**config.mk**
```make
export PLATFORM = sky130hd
export DESIGN_NAME = seq_divider16_flat
export DESIGN_NICKNAME = d
export VERILOG_FILES = /design/src/rtl/alu_pkg.sv /design/src/rtl/seq_divider16_if.sv /design/src/rtl/div_step.sv /design/src/rtl/seq_divider16.sv /design/src/flat_wrapper.sv
export SDC_FILE = /design/constraint.sdc
export NUM_CORES = 1
export LEC_CHECK = 0
export ABC_AREA = 1
export ABC_CLOCK_PERIOD_IN_PS = 13100
export CORE_MARGIN = 3
export CORE_UTILIZATION = 30
export DETAILED_ROUTE_END_ITERATION = 8
export DONT_BUFFER_PORTS = 1
export PLACE_DENSITY = 0.53
export SKIP_CTS_REPAIR_TIMING = 1
export SLEW_MARGIN = 40
export SYNTH_ARGS = -nofsm -noshare
export SYNTH_HDL_FRONTEND = slang
export SYNTH_SLANG_ARGS = --single-unit
```
**constraint.sdc**
```tcl
create_clock -name clk -period 13.1 [get_ports clk]
set_input_delay 1.31 -clock clk [delete_from_list [all_inputs] [get_ports clk]]
set_output_delay 1.31 -clock clk [all_outputs]
set_load 0.005 [all_outputs]
```
**src/rtl/alu_pkg.sv**
```systemverilog
// Shared ALU definitions: datapath width, divider state encoding and a
// magnitude helper used when capturing signed operands.
package alu_pkg;

    localparam int WIDTH      = 16;
    localparam int ITER_CNT_W = $clog2(WIDTH);

    typedef enum logic [1:0] {
        IDLE = 2'd0,
        ITER = 2'd1,
        FIX  = 2'd2,
        DONE = 2'd3
    } div_state_t;

    // |x| when signed; the most negative value maps to its unsigned bit pattern.
    function automatic logic [WIDTH-1:0] mag(input logic [WIDTH-1:0] x, input logic is_signed);
        return (is_signed && x[WIDTH-1]) ? -x : x;
    endfunction

endpackage

```
**src/rtl/seq_divider16_if.sv**
```systemverilog
// Request/result bundle between the ALU sequencer (master) and the divider (slave).
interface seq_divider16_if;
    import alu_pkg::*;

    logic             start;
    logic             sign;
    logic [WIDTH-1:0] dividend;
    logic [WIDTH-1:0] divisor;
    logic             busy;
    logic             done;
    logic [WIDTH-1:0] quotient;
    logic [WIDTH-1:0] remainder;
    logic             div_by_zero;
    logic             overF;

    modport master (
        output start, sign, dividend, divisor,
        input  busy, done, quotient, remainder, div_by_zero, overF
    );

    modport slave (
        input  start, sign, dividend, divisor,
        output busy, done, quotient, remainder, div_by_zero, overF
    );
endinterface

```
**src/rtl/div_step.sv**
```systemverilog
// One restoring-division step: shift the next dividend bit into the partial
// remainder and keep the trial difference when it does not borrow.
module div_step #(
    parameter int WIDTH = 16
) (
    input  logic [WIDTH-1:0] r,
    input  logic             q_msb,
    input  logic [WIDTH-1:0] dmag,
    output logic [WIDTH-1:0] r_next,
    output logic             q_bit
);
    localparam int N = WIDTH + 1;

    logic [N-1:0] rp;
    logic [N-1:0] g;
    logic [N-1:0] p;
    logic [N:0]   carry;
    logic [N-2:0] diff;

    // A restored remainder is always below the divisor, so only the shifted
    // trial value needs the extra bit.
    assign rp = {r, q_msb};
    assign g  = rp & ~{1'b0, dmag};
    assign p  = rp ^ ~{1'b0, dmag};

    // Carry-lookahead subtractor (a + ~b + 1): group carries every 4 bits hop
    // from group base to group base, bit carries fan out from their group base.
    always_comb begin
        carry    = '0;
        carry[0] = 1'b1;
        for (int i = 1; i <= N; i++) begin
            int   base;
            logic acc;
            base = ((i % 4) == 0) ? (i - 4) : (4 * (i / 4));
            acc  = carry[base];
            for (int j = base; j < i; j++) begin
                acc = g[j] | (p[j] & acc);
            end
            carry[i] = acc;
        end
    end

    genvar gi;
    generate
        for (gi = 0; gi < N - 1; gi++) begin : g_sum
            assign diff[gi] = p[gi] ^ carry[gi];
        end
    endgenerate

    // No borrow out of the WIDTH+1 bit subtraction means the trial is non-negative.
    assign q_bit  = carry[N];
    assign r_next = q_bit ? diff[WIDTH-1:0] : rp[WIDTH-1:0];

endmodule

```
**src/rtl/seq_divider16.sv**
```systemverilog
// Multi-cycle restoring divider: one quotient bit per clock, signed results
// recovered from magnitudes in a single fix-up cycle.
module seq_divider16 #(
    parameter int WIDTH = alu_pkg::WIDTH,
    parameter int ITER  = WIDTH
) (
    input  logic            clk,
    input  logic            rst_n,
    seq_divider16_if.slave  bus
);
    localparam int CW = alu_pkg::ITER_CNT_W;

    localparam logic [1:0] ST_IDLE = alu_pkg::IDLE;
    localparam logic [1:0] ST_ITER = alu_pkg::ITER;
    localparam logic [1:0] ST_FIX  = alu_pkg::FIX;
    localparam logic [1:0] ST_DONE = alu_pkg::DONE;

    localparam logic [WIDTH-1:0] MOST_NEG = {1'b1, {(WIDTH-1){1'b0}}};

    logic [1:0]       state_reg;
    logic [CW-1:0]    cnt_reg;
    logic [WIDTH-1:0] r_reg;
    logic [WIDTH-1:0] q_reg;
    logic [WIDTH-1:0] dmag_reg;
    logic             sign_reg;
    logic             dneg_reg;
    logic             vneg_reg;
    logic             ovf_pend_reg;

    logic             busy_reg;
    logic             done_reg;
    logic [WIDTH-1:0] quo_reg;
    logic [WIDTH-1:0] rem_reg;
    logic             dbz_reg;
    logic             overf_reg;

    logic [WIDTH-1:0] step_r;
    logic             step_q;

    div_step #(.WIDTH(WIDTH)) u_step (
        .r      (r_reg),
        .q_msb  (q_reg[WIDTH-1]),
        .dmag   (dmag_reg),
        .r_next (step_r),
        .q_bit  (step_q)
    );

    always_ff @(posedge clk or negedge rst_n) begin
        if (!rst_n) begin
            state_reg    <= ST_IDLE;
            cnt_reg      <= '0;
            r_reg        <= '0;
            q_reg        <= '0;
            dmag_reg     <= '0;
            sign_reg     <= 1'b0;
            dneg_reg     <= 1'b0;
            vneg_reg     <= 1'b0;
            ovf_pend_reg <= 1'b0;
            busy_reg     <= 1'b0;
            done_reg     <= 1'b0;
            quo_reg      <= '0;
            rem_reg      <= '0;
            dbz_reg      <= 1'b0;
            overf_reg    <= 1'b0;
        end else begin
            done_reg <= 1'b0;
            case (state_reg)
                ST_IDLE: begin
                    if (bus.start) begin
                        sign_reg     <= bus.sign;
                        dneg_reg     <= bus.sign & bus.dividend[WIDTH-1];
                        vneg_reg     <= bus.sign & bus.divisor[WIDTH-1];
                        ovf_pend_reg <= bus.sign && (bus.dividend == MOST_NEG) && (bus.divisor == '1);
                        r_reg        <= '0;
                        q_reg        <= alu_pkg::mag(bus.dividend, bus.sign);
                        dmag_reg     <= alu_pkg::mag(bus.divisor, bus.sign);
                        cnt_reg      <= CW'(ITER - 1);
                        if (bus.divisor == '0) begin
                            state_reg <= ST_DONE;
                            done_reg  <= 1'b1;
                            quo_reg   <= '1;
                            rem_reg   <= bus.dividend;
                            dbz_reg   <= 1'b1;
                            overf_reg <= 1'b0;
                        end else begin
                            state_reg <= ST_ITER;
                            busy_reg  <= 1'b1;
                        end
                    end
                end
                ST_ITER: begin
                    r_reg   <= step_r;
                    q_reg   <= {q_reg[WIDTH-2:0], step_q};
                    cnt_reg <= cnt_reg - 1'b1;
                    if (cnt_reg == '0) begin
                        state_reg <= ST_FIX;
                    end
                end
                ST_FIX: begin
                    // Truncating division: quotient sign is the XOR of operand
                    // signs, remainder follows the dividend.
                    quo_reg   <= (sign_reg && (dneg_reg ^ vneg_reg)) ? -q_reg : q_reg;
                    rem_reg   <= dneg_reg ? -r_reg : r_reg;
                    dbz_reg   <= 1'b0;
                    overf_reg <= ovf_pend_reg;
                    busy_reg  <= 1'b0;
                    done_reg  <= 1'b1;
                    state_reg <= ST_DONE;
                end
                ST_DONE: begin
                    state_reg <= ST_IDLE;
                end
                default: begin
                    state_reg <= ST_IDLE;
                end
            endcase
        end
    end

    assign bus.busy        = busy_reg;
    assign bus.done        = done_reg;
    assign bus.quotient    = quo_reg;
    assign bus.remainder   = rem_reg;
    assign bus.div_by_zero = dbz_reg;
    assign bus.overF       = overf_reg;

endmodule

```
**src/flat_wrapper.sv**
```systemverilog
// flat-port wrapper written by rule: the top's interface ports become plain ports
module seq_divider16_flat 
#(
    parameter int WIDTH = alu_pkg::WIDTH,
    parameter int ITER  = WIDTH
)
  (clk, rst_n, bus_start, bus_sign, bus_dividend, bus_divisor, bus_busy, bus_done, bus_quotient, bus_remainder, bus_div_by_zero, bus_overF);
  seq_divider16_if bus_i ();
  input  logic clk;
  input  logic rst_n;
  input wire logic [$bits(bus_i.start)-1:0] bus_start;
  input wire logic [$bits(bus_i.sign)-1:0] bus_sign;
  input wire logic [$bits(bus_i.dividend)-1:0] bus_dividend;
  input wire logic [$bits(bus_i.divisor)-1:0] bus_divisor;
  output wire logic [$bits(bus_i.busy)-1:0] bus_busy;
  output wire logic [$bits(bus_i.done)-1:0] bus_done;
  output wire logic [$bits(bus_i.quotient)-1:0] bus_quotient;
  output wire logic [$bits(bus_i.remainder)-1:0] bus_remainder;
  output wire logic [$bits(bus_i.div_by_zero)-1:0] bus_div_by_zero;
  output wire logic [$bits(bus_i.overF)-1:0] bus_overF;
  assign bus_i.start = bus_start;
  assign bus_i.sign = bus_sign;
  assign bus_i.dividend = bus_dividend;
  assign bus_i.divisor = bus_divisor;
  assign bus_busy = bus_i.busy;
  assign bus_done = bus_i.done;
  assign bus_quotient = bus_i.quotient;
  assign bus_remainder = bus_i.remainder;
  assign bus_div_by_zero = bus_i.div_by_zero;
  assign bus_overF = bus_i.overF;
  seq_divider16 #(.WIDTH(WIDTH), .ITER(ITER)) u_core (.clk(clk), .rst_n(rst_n), .bus(bus_i));
endmodule
```
# Word level (Yosys, flattened, before mapping)
# Index checks and enable logic that the tools add are counted.
[classes]
addsub = 5
n_eq_ne = 9
muxes = 33
bitwise_logic = 55
reduce_logical = 15
[ops]
columns = ["operator", "n"]
rows = [
  ["2-to-1 mux 16 bit", 11],
  ["one-hot mux 16 bit (2 select lines)", 4],
  ["negation 16 bit", 4],
  ["== test 16 bit, second input constant", 2],
  ["bitwise AND 1 bit", 18],
  ["bitwise AND 17 bit", 1],
  ["inverter 16 -> 17 bit", 1],
  ["OR 1 bit", 17],
  ["XOR 17 bit", 1],
  ["logical NOT 16 bit", 1],
  ["XOR 1 bit", 16],
  ["2-to-1 mux 1 bit", 8],
  ["one-hot mux 1 bit (2 select lines)", 4],
  ["one-hot mux 2 bit (4 select lines)", 1],
  ["one-hot mux 4 bit (2 select lines)", 1],
  ["2-to-1 mux 2 bit", 3],
  ["AND reduction 2 bit", 3],
  ["AND reduction 3 bit", 2],
  ["logical AND 1 bit", 5],
  ["== test 2 bit, second input constant", 2],
  ["logical NOT 4 bit", 1],
  ["2-to-1 mux 4 bit", 1],
  ["!= test 2 x 1 -> 1 bit, second input constant", 2],
  ["!= test 2 bit, second input constant", 2],
  ["other kinds (5)", 6],
]
[totals]
register_bits = 94
input_bits = 36
output_inout_bits = 36
wordCells = 132

# Logic depth before layout (Yosys ltp)
[logic_depth]
ltp_word = 37
mapped_depth = 27
ltp_nobuf = 26

# Cells and area by module
# From an unflattened synthesis, not the netlist that was laid out.
[unflattened]
cells_unflattened = 956
hier_area_um2 = 6422.4
[modules_own_cells]
columns = ["mod", "n_inst", "cells_each", "area_per_inst_um2", "seq_area_each_um2"]
rows = [
  ["seq_divider16", 1, 855, 5753.0, 2352.3],
  ["div_step", 1, 101, 669.4, 0.0],
]

# Worst setup path after synthesis
# OpenSTA, ideal clock, no wires.
[synth_timing]
kind = "reg2reg"
from = "reg u_core.q_reg[15]"
to = "reg u_core.r_reg[10]"
setup_ps = 133
arrival_time_ps = 6674
t_required_ps = 12967
slack_ps = 6293
stages_incl_launch_ff = 28
path_buffers = 1
period_less_slack_ps = 6807
cell_sequence = "dfrtp_1 > inv_1 > ha_1 > inv_1 > fa_1 > inv_1 > fa_1 > inv_1 > fa_1 > fa_1 > fa_1 > fa_1 > fa_1 > fa_1 > fa_1 > fa_1 > fa_1 > fa_1 > fa_1 > fa_1 > inv_1 > fa_1 > nand2_1 > clkinv_1 > clkbuf_1 > nand2_1 > o21ai_0 > o22ai_1"
[synth_between]
elab_chain_len = 36
elab_cells_between_ends = 38
classes_between = "mux: 2; bitwise: 36"
[synth_rtl]
columns = ["element", "line", "source"]
rows = [
  ["start, declared", "seq_divider16.sv:23", "logic [WIDTH-1:0] q_reg;"],
  ["start signal, assigned", "seq_divider16.sv:75", "q_reg <= alu_pkg::mag(bus.dividend, bus.sign);"],
  ["start signal, assigned", "seq_divider16.sv:93", "q_reg <= {q_reg[WIDTH-2:0], step_q};"],
  ["bitwise AND 17 bit / XOR 17 bit (equally long branches)", "div_step.sv:23, div_step.sv:24", ""],
  ["OR 1 bit *", "div_step.sv:37", "acc = g[j] | (p[j] & acc);"],
  ["bitwise AND 1 bit *", "div_step.sv:37", ""],
  ["OR 1 bit *", "div_step.sv:37", ""],
  ["bitwise AND 1 bit *", "div_step.sv:37", ""],
  ["OR 1 bit *", "div_step.sv:37", ""],
  ["bitwise AND 1 bit *", "div_step.sv:37", ""],
  ["OR 1 bit *", "div_step.sv:37", ""],
  ["(+20 left out)", "n/a", ""],
  ["bitwise AND 1 bit", "div_step.sv:37", ""],
  ["OR 1 bit", "div_step.sv:37", ""],
  ["bitwise AND 1 bit", "div_step.sv:37", ""],
  ["OR 1 bit", "div_step.sv:37", ""],
  ["bitwise AND 1 bit", "div_step.sv:37", ""],
  ["OR 1 bit", "div_step.sv:37", ""],
  ["2-to-1 mux 16 bit *", "div_step.sv:52", "assign r_next = q_bit ? diff[WIDTH-1:0] : rp[WIDTH-1:0];"],
  ["one-hot mux 16 bit (2 select lines) *", "seq_divider16.sv:67", "case (state_reg)"],
  ["end signal, assigned", "seq_divider16.sv:92", "r_reg <= step_r;"],
  ["end, declared", "seq_divider16.sv:22", "logic [WIDTH-1:0] r_reg;"],
]
# Every way passes the cells marked *; elsewhere a longest branch is shown, timed or not.
# A chain may end at the register's enable or synchronous reset.

# Final worst setup path
[layout_timing]
from = "reg u_core.q_reg[15]"
to = "reg u_core.r_reg[12]"
[layout_between]
elab_chain_len = 36
elab_cells_between_ends = 38
classes_between = "mux: 2; bitwise: 36"
[layout_rtl]
columns = ["element", "line"]
rows = [
  ["bitwise AND 17 bit / XOR 17 bit (equally long branches)", "div_step.sv:23, div_step.sv:24"],
  ["OR 1 bit *", "div_step.sv:37"],
  ["bitwise AND 1 bit *", "div_step.sv:37"],
  ["OR 1 bit *", "div_step.sv:37"],
  ["bitwise AND 1 bit *", "div_step.sv:37"],
  ["OR 1 bit *", "div_step.sv:37"],
  ["bitwise AND 1 bit *", "div_step.sv:37"],
  ["OR 1 bit *", "div_step.sv:37"],
  ["(+20 left out)", "n/a"],
  ["bitwise AND 1 bit", "div_step.sv:37"],
  ["OR 1 bit", "div_step.sv:37"],
  ["bitwise AND 1 bit", "div_step.sv:37"],
  ["OR 1 bit", "div_step.sv:37"],
  ["bitwise AND 1 bit", "div_step.sv:37"],
  ["OR 1 bit", "div_step.sv:37"],
  ["2-to-1 mux 16 bit *", "div_step.sv:52"],
  ["one-hot mux 16 bit (2 select lines) *", "seq_divider16.sv:67"],
]
# Marks and branches as above.

==> metrics.txt <==
Critical Path Fanout Max 27; DRT antenna net count 0; syn nets between 900 and 1000; Critical Path RT ~13000 ps; Crit. End Element register; Synth warnings 0; I/O Pins approximately 70; total negative setup slack 0 ps; worst setup margin 5890 ps; Seq/Total Area, Yosys a little under two fifths; n_diodes 0; vias per inst a little under 5; CTS Buf Count 9; H-tree levels 3; IO Port Bufs 0; Post-Synth XOR/XNOR Area around 1.6%; Core ar. 0.0199 sq mm; Max-Cap Viols 0; Final Setup Violations 0; fin util 33.7%; simple-gate share of the synthesized area 30.3%; starting density of the core a little under a third; max-slew violation count 0; vias in the first global route 5281; Worst Path Arrival around 7400 ps; Pwr Density about 250 mW/mm^2; root buffer cell clkbuf_16; total global routing track utilization 16.3%; post-synthesis adder-cell area fraction approximately 6.9%; most common library cells after synthesis nand2_1 (242), nand3_1 (105), inv_1 (104), dfrtp_1 (94), o21ai_0 (84); status finished, final reports clean; Compound-Gate Fraction of Synth Area roughly 14%; Layout Cells excl Fill 1125; Inst Count DP around 1100; Hold Path Class reg -> reg; Post-DP Area approximately 0.0064 sq mm; fill count 2189; area of the mapped netlist about 0.0062 sq mm; RSZ-0062 raised after global routing no; DR pass1 iterations 5; proportion of synthesized area in mux cells 0%; DR vias 5472; final worst path period need between 7000 and 8000 ps; area delta synth->final 8.38%; number of distinct library cells after synthesis 33; largest family of logic cells by synthesized area simple AND/OR/NAND/NOR gates; largest cells by area after synthesis dfrtp_1 (38%), nand2_1 (15%), nand3_1 (8.5%); Synth Flop Type dfrtp_1; count leader, synth nand2_1; Tcrit/Tclk final between 50% and 60%; Async SR Flop Fraction 100%; clock-pin slew on the worst setup and hold paths about 60 ps; drt drc 0; Clock Tree Buf Depth 2; CTS tree built; die area approximately 0.022 sq mm; Max Freq about 140 MHz; largest area contributor in the netlist dfrtp_1; Clock Sink Count 94; DIE WIDTH about 150 microns; gpl congestion 0.809; Total Wirelength 17600 microns; initial drt markers 401; die span in y 150 microns; Yosys top cell area share between 30% and 40%; VDD IR max approximately 85 uV; Worst Tran Pin Value roughly 730 ps; initial antenna violation count 0; Worst Setup Path Type reg -> reg; largest net degree at the start of global routing 95; layout cells sized above 1 about 4.2%; final count of hold timing violations 0; clk_lat worst skew about 350 ps; first-pass GRT wire length ~29000 microns; DP HPWL 12900 microns; slew margin rel. 51.2%; Final Net Count between 900 and 1000; Post-Syn Area per Cell around 7 sq um; Leak approximately 3.3 nW; FF+latch count, synth 94; mean routed wirelength per cell roughly 16 microns; final instance area 0.00672 sq mm; Critical Path Source Type register; Placement Setup Slack around 5900 ps; num rows slightly above 50; Syn Inst Count 877; EDFF count, synth 0; post-route clock skew 8.98 ps; grt total ovfl 0
==> worst max-delay path, stage by stage, from the launching register on <==
cell      delay (ps)
dfrtp_1          420
inv_1            100
ha_1             140
inv_1             40
fa_1             340
inv_1             70
fa_1             150
inv_1             50
fa_1             370
fa_1             390
fa_1             390
fa_1             390
fa_1             390
fa_1             390
fa_1             390
fa_1             390
fa_1             400
fa_1             400
fa_1             390
fa_1             360
inv_1             70
fa_1             160
nand2_1          160
clkinv_1         390
nand2_1           90
o21ai_0          100
o22ai_1           90
==> per-stage QoR <==
| step | power [mW] | hold WS, ps |
|---|---|---|
| floorplan | 1.18 | 449 |
| global placement | 1.38 | 467 |
| detailed placement | 1.38 | 473 |
| CTS | 1.68 | 490 |
| global route | 1.86 | 506 |
| finish | 1.66 | 481 |
==> cells by family (layout without fill, tap and decap cells) <==
group / Yosys count / in the layout
AO/OA/AOI/OAI: 164 / 164
AND/OR/NAND/NOR: 443 / 443
buffers and inverters: 140 / 123
adder cells (fa/ha/maj): 25 / 25
flip-flops: 94 / 94
XOR/XNOR: 11 / 11
==> final cells by class <==
cell class                 instances  area, sq um  area share, %
multi-input combinational        643         3290           49.0
sequential                        94         2350           35.0
inverter                         105          394           5.87
tap                              265          332           4.93
clock buffer                      12          256           3.82
clock inverter                     3         67.6           1.01
timing repair buffer               3         22.5          0.335
==> per-layer routing <==
metal | part of all wire (%) | vias to the layer above | wire, microns | global-route usage (%)
li1 | - | 2807 | - | -
met1 | 50 | 2525 | 8760 | 24.3
met2 | 42 | 133 | 7350 | 23.6
met3 | 7.5 | 7 | 1320 | 4.45
met4 | 0.75 | 0 | 132 | 3.11
met5 | 0 | - | 0 | 0
==> worst paths after layout <==
path	start	cells past startpoint	endpoint	slack [ps]
setup / recovery	u_core.q_reg[15]	26	u_core.r_reg[12]	5890
hold / removal	u_core.dmag_reg[8]	2	u_core.dmag_reg[8]	480
setup reg to reg	u_core.q_reg[15]	26	u_core.r_reg[12]	5890
hold reg to reg	u_core.dmag_reg[8]	2	u_core.dmag_reg[8]	480
max in group asynchronous	rst_n	0	u_core.dmag_reg[2]	12240
min in group asynchronous	rst_n	0	u_core.ovf_pend_reg	650
==> where the power goes <==
| part | internal (mW) | switching (mW) | total, mW |
|---|---|---|---|
| combinational | 0.290 | 0.547 | 0.838 |
| clock | 0.177 | 0.112 | 0.289 |
| sequential | 0.421 | 0.116 | 0.538 |
| total | 0.889 | 0.776 | 1.66 |
==> cell usage in the layout, fill, tap and decap left out, types with 2 or more instances in the layout <==
cell type and n:
bufinv_16 2, clkbuf_16 9, ha_1 9, nor3_1 7, a21oi_2 8, nand2_1 241, buf_4 3, dfrtp_1 94
or2_2 2, a21oi_1 42, nor2_4 2, fa_1 15, nand4_1 4, o21ai_2 2, nor2_1 74, nor4_1 3
o22ai_1 16, xor2_1 11, inv_1 104, a22oi_1 2, o21ai_1 7, nand3_1 105, clkbuf_8 2, o21ai_0 84
(Power assumes the default switching activity.)
